[src/rtl/alu_instr_encoder.sv]
// alu_instr_encoder: turns ALU operation requests into RV32I R-type / I-type
// instruction words, buffers them in a small FIFO and streams them with a
// word address to the instruction-memory loader.
// Optional build macro ALU_ENC_NOP_PAD_EN: a 'finish' pulse stops user input
// and pads the rest of the program with NOPs (addi x0,x0,0).
//
// Handshake rule on both sides: a transfer happens at a rising clk edge where
// valid and ready are both high; ready never depends on the same side's
// valid, and a producer holds its payload stable until the transfer.
module alu_instr_encoder #(
  parameter int DEPTH      = 4,
  parameter int PROG_WORDS = 64,
  parameter int ADDR_W     = 6
) (
  input  logic              clk,
  input  logic              reset_n,
  input  logic              in_valid,
  output logic              in_ready,
  input  logic [2:0]        alu_ctrl,
  input  logic              is_imm,
  input  logic [4:0]        rd,
  input  logic [4:0]        rs1,
  input  logic [4:0]        rs2,
  input  logic [11:0]       imm,
  input  logic              finish,
  output logic              out_valid,
  input  logic              out_ready,
  output logic [31:0]       out_instr,
  output logic [ADDR_W-1:0] out_addr,
  output logic              illegal,
  output logic              done,
  output logic [1:0]        dbg_state
);

  localparam int PTR_W = $clog2(DEPTH);
  localparam int OCC_W = $clog2(DEPTH + 1);
  localparam int CNT_W = $clog2(PROG_WORDS + 1);

  localparam logic [1:0] S_RUN  = 2'd0;
  localparam logic [1:0] S_DONE = 2'd1;
`ifdef ALU_ENC_NOP_PAD_EN
  localparam logic [1:0] S_PAD  = 2'd2;
`endif

  localparam logic [31:0] NOP_WORD = 32'h0000_0013;

  logic [1:0]       r_state;
  logic [31:0]      r_mem [DEPTH];
  logic [PTR_W-1:0] r_wptr;
  logic [PTR_W-1:0] r_rptr;
  logic [OCC_W-1:0] r_count;
  logic [CNT_W-1:0] r_push_cnt;
  logic [CNT_W-1:0] r_pop_cnt;
  logic             r_illegal;

  logic [2:0]  w_funct3;
  logic [6:0]  w_funct7;
  logic        w_bad_req;
  logic [31:0] w_enc_word;
  logic [31:0] w_push_data;
  logic        w_full;
  logic        w_budget;
  logic        w_accept;
  logic        w_user_push;
  logic        w_pad_push;
  logic        w_push;
  logic        w_pop;

  // Decode the ALU code into funct3/funct7 and flag codes with no encoding.
  always_comb begin
    w_funct3  = 3'b000;
    w_funct7  = 7'b0000000;
    w_bad_req = 1'b0;
    case (alu_ctrl)
      3'b000: w_funct3 = 3'b000;
      3'b001: begin
        w_funct7  = 7'b0100000;
        w_bad_req = is_imm;
      end
      3'b101: w_funct3 = 3'b010;
      3'b011: w_funct3 = 3'b110;
      3'b010: w_funct3 = 3'b111;
      default: w_bad_req = 1'b1;
    endcase
  end

  assign w_enc_word = is_imm ? {imm, rs1, w_funct3, rd, 7'b0010011}
                             : {w_funct7, rs2, rs1, w_funct3, rd, 7'b0110011};

  assign w_full      = (r_count == OCC_W'(DEPTH));
  assign w_budget    = (r_push_cnt < CNT_W'(PROG_WORDS));
  assign in_ready    = (r_state == S_RUN) & ~w_full & w_budget;
  assign w_accept    = in_valid & in_ready;
  assign w_user_push = w_accept & ~w_bad_req;

`ifdef ALU_ENC_NOP_PAD_EN
  assign w_pad_push  = (r_state == S_PAD) & ~w_full & w_budget;
`else
  logic w_unused_finish;
  assign w_unused_finish = finish;
  assign w_pad_push  = 1'b0;
`endif

  // User push and pad push live in different states, so they never collide.
  assign w_push      = w_user_push | w_pad_push;
  assign w_push_data = w_pad_push ? NOP_WORD : w_enc_word;

  assign out_valid = (r_count != '0) & (r_state != S_DONE);
  assign w_pop     = out_valid & out_ready;
  assign out_instr = out_valid ? r_mem[r_rptr] : 32'h0;
  assign out_addr  = ADDR_W'(r_pop_cnt);
  assign illegal   = r_illegal;
  assign done      = (r_state == S_DONE);
  assign dbg_state = r_state;

  // FIFO storage: payload only, no reset needed since r_count gates reads.
  always_ff @(posedge clk) begin
    if (w_push) r_mem[r_wptr] <= w_push_data;
  end

  // FIFO pointers, occupancy, program counters and the sticky illegal flag.
  always_ff @(posedge clk or negedge reset_n) begin
    if (!reset_n) begin
      r_wptr     <= '0;
      r_rptr     <= '0;
      r_count    <= '0;
      r_push_cnt <= '0;
      r_pop_cnt  <= '0;
      r_illegal  <= 1'b0;
    end else begin
      if (w_push) begin
        r_wptr     <= r_wptr + 1'b1;
        r_push_cnt <= r_push_cnt + 1'b1;
      end
      if (w_pop) begin
        r_rptr    <= r_rptr + 1'b1;
        r_pop_cnt <= r_pop_cnt + 1'b1;
      end
      case ({w_push, w_pop})
        2'b10:   r_count <= r_count + 1'b1;
        2'b01:   r_count <= r_count - 1'b1;
        default: r_count <= r_count;
      endcase
      if (w_accept & w_bad_req) r_illegal <= 1'b1;
    end
  end

  // Program FSM: finishes once the last program word has been popped.
  always_ff @(posedge clk or negedge reset_n) begin
    if (!reset_n) begin
      r_state <= S_RUN;
    end else if (w_pop && (r_pop_cnt == CNT_W'(PROG_WORDS - 1))) begin
      r_state <= S_DONE;
    end
`ifdef ALU_ENC_NOP_PAD_EN
    else if ((r_state == S_RUN) && finish) begin
      r_state <= S_PAD;
    end
`endif
  end

endmodule

[config.mk]
export PLATFORM = sky130hd
export DESIGN_NAME = alu_instr_encoder
export DESIGN_NICKNAME = d
export VERILOG_FILES = /design/src/rtl/alu_instr_encoder.sv
export SDC_FILE = /design/constraint.sdc
export NUM_CORES = 1
export LEC_CHECK = 0
export CORE_ASPECT_RATIO = 0.9
export CORE_MARGIN = 5
export CORE_UTILIZATION = 55
export DETAILED_ROUTE_END_ITERATION = 6
export PLACE_DENSITY = 0.88
export SYNTH_ARGS = -nofsm -noshare
export SYNTH_HDL_FRONTEND = slang
export SYNTH_SLANG_ARGS = --single-unit
[constraint.sdc]
create_clock -name clk -period 4.2 [get_ports clk]
set_input_delay 0.84 -clock clk [delete_from_list [all_inputs] [get_ports clk]]
set_output_delay 0.84 -clock clk [all_outputs]
set_load 0.1 [all_outputs]
==> impl_metrics.env <==
export IMPL_fp_dieH_um=103
export IMPL_synth_top_cells_by_area="edfxtp_1 (59%), mux4_2 (11%), dfrtp_1 (11%)"
export IMPL_hold_buffers=0
export IMPL_period_needed_ns=3.39
export IMPL_final_setup_viol_count=0
export IMPL_postCtsSetupBuffers=0
export IMPL_detail_route_antenna_nets=0
export IMPL_slew_headroom_pct=30.5
export IMPL_synth_edf_count=104
export IMPL_synth_distinct_cells=37
export IMPL_layout_drive_gt1_share_pct=29.7
export IMPL_grt_pass1_wl_um=15300
export IMPL_synth_common_cells="edfxtp_1 (104), nor2b_1 (27), mux4_2 (26)"
export IMPL_synth_async_reset_ratio_pct=18.1
export IMPL_nets=408
export IMPL_required_ns=3.36
export IMPL_die_area_mm2=0.0117
export IMPL_drt_wl_total_um=9710
export IMPL_synth_most_common_cell="edfxtp_1"
export IMPL_endpoint_kind="output pin"
export IMPL_area_growth_syn_to_layout_pct=24.0
export IMPL_globalRouteTotalUtil_pct=17.8
export IMPL_vias=2696
export IMPL_synthFlopType="edfxtp_1"
export IMPL_io_pin_count=80
export IMPL_antenna_found_initial=0
export IMPL_drtIter0Drc=127
export IMPL_rsz0062_at_grt="no"
export IMPL_ys_warnings_count=0
export IMPL_htreeDepth=4
export IMPL_cts_resized=0
export IMPL_grt_overflow_total=0
export IMPL_port_buffers=74
export IMPL_hpwlAfterDp_um=5780
export IMPL_final_hold_viol_count=0
export IMPL_post_place_cells=471
export IMPL_grt_pass1_vias=2835
export IMPL_syn_cell_area_mm2=0.00531
export IMPL_period_share_pct=80.7
export IMPL_diodes=0
export IMPL_core_region_area_mm2=0.00957
export IMPL_clk_pin_slew_worst_paths_ns=0.06
export IMPL_slew_violations=0
export IMPL_synthCells=290
export IMPL_status="complete, no violations"
export IMPL_fin_cells=503
export IMPL_cts_tree="done"
export IMPL_tns_ns=0
export IMPL_cts_buffers=17
export IMPL_clockRootBuffer="clkbuf_8"
export IMPL_gp_congestion=0.767
export IMPL_via_per_inst=5.36
export IMPL_start_util_pct=55.5
export IMPL_cts_sinks=127
export IMPL_clock_skew_ns=0.00709
export IMPL_cp_start_kind="flip-flop"
export IMPL_clock_path_buffers=2
export IMPL_critical_path_class="reg -> out"
export IMPL_yosysTopAreaCellShare_pct=58.8
export IMPL_drcViolationCount=0
export IMPL_tightestPinTransition_ns=1.04
export IMPL_die_width_um=114
export IMPL_maxCapViolCount=0
export IMPL_clk_insertion_delay_late_ns=0.50
export IMPL_grt_max_degree=29
export IMPL_yosysTopAreaCell="edfxtp_1"
export IMPL_worstPathMaxFanout=4
export IMPL_ys_ff_latch=127
export IMPL_dr_pass1_iters=4
export IMPL_max_freq_mhz=295
export IMPL_row_count=34
export IMPL_fin_util_pct=68.8
export IMPL_routedWlPerCell_um=19.3
export IMPL_min_path_type="reg -> reg"
export IMPL_arrival_ns=2.55
export IMPL_syn_avg_cell_area_um2=18.3
export IMPL_synth_seq_area_share_pct=69.7
[layout make-up]
class	count	area, um2
Fill cell	616	2990
Multi-Input combinational cell	133	1430
Clock inverter	15	161
Inverter	7	26.3
Sequential cell	127	3700
Tap cell	126	158
Timing Repair Buffer	78	696
Clock buffer	17	414
[worst max-delay path, stage by stage, from the launching register on]
cell and delay, ns:
dfrtp_1 0.43, nor3b_1 0.50, nor3_1 0.13, clkdlybuf4s50_1 1.00
[sequential cells by signal, indices dropped and copies added, names as in the netlist]
register,count
dbg_state,1
illegal,1
r_count,3
r_mem,104
r_pop_cnt,7
r_push_cnt,7
r_rptr,2
r_wptr,2
[cells by family after synthesis]
family | share of synthesized area [%]
xor gates and xnor gates | 2.95
buffers and inverters | 3.61
adders and majority gates | 2.03
and+or+nand+nor | 7.49
muxes | 12.7
DFF | 69.7
AOI/OAI and AO/OA | 1.48
other | 0.0706
[per-layer routing]
metal,global-route usage [%],routed length [um],up-vias
met2,30.6,5110,84
li1,-,-,1242
met4,5.64,97,0
met1,21.9,3950,1361
met5,0,0,-
met3,5.41,556,9
[worst paths after layout]
path	slack, ns	cells after the start	start	end
setup reg to reg	1.71	4	dbg_state[0]$_DFFE_PN0P_	r_mem[2][21]$_DFFE_PP_
hold reg to reg	0.48	1	r_pop_cnt[6]$_DFFE_PN0P_	dbg_state[0]$_DFFE_PN0P_
min in group asynchronous	0.91	1	reset_n	r_pop_cnt[6]$_DFFE_PN0P_
max in group asynchronous	2.59	1	reset_n	r_rptr[0]$_DFFE_PN0P_
hold / removal	0.48	1	r_pop_cnt[6]$_DFFE_PN0P_	dbg_state[0]$_DFFE_PN0P_
setup / recovery	0.81	3	r_count[0]$_DFFE_PN0P_	in_ready
[cell usage in the layout (no fill, tap or decap), types with 2 or more instances in the layout]
| cell type | synthesis | final |
|---|---|---|
| inv_6 | 0 | 4 |
| clkinv_4 | 0 | 3 |
| and3_1 | 3 | 3 |
| inv_1 | 7 | 7 |
| nor2b_1 | 27 | 27 |
| clkdlybuf4s50_1 | 0 | 44 |
| clkbuf_16 | 0 | 16 |
| buf_4 | 15 | 34 |
| mux2_2 | 8 | 8 |
| xnor2_1 | 12 | 12 |
| clkinv_2 | 0 | 2 |
| o21bai_1 | 2 | 2 |
| nor3_1 | 2 | 2 |
| mux4_2 | 26 | 26 |
| and2_2 | 4 | 4 |
| edfxtp_1 | 104 | 104 |
| dfrtp_1 | 23 | 22 |
| clkinvlp_4 | 0 | 4 |
| conb_1 | 1 | 4 |
| nand2_1 | 4 | 4 |
| ha_1 | 7 | 7 |
| nand4_1 | 7 | 7 |
| xor2_1 | 4 | 4 |
| bufinv_16 | 0 | 2 |
| and2_1 | 6 | 6 |
| o31ai_1 | 2 | 2 |
| nor3b_1 | 2 | 2 |
[stage by stage]
stage | instance area [um2] | hold WS (ns) | worst slack, ns
after CTS | 6590 | 0.475 | 0.755
after detailed placement | 6010 | 0.459 | 0.811
after global routing | 6590 | 0.486 | 0.624
after floorplan | 5320 | 0.438 | 0.370
final | 6590 | 0.480 | 0.810
after global placement | 6010 | 0.458 | 0.856
Power is not shown: default switching activity piles up to over one toggle a cycle in this logic, so the estimate is an artifact.
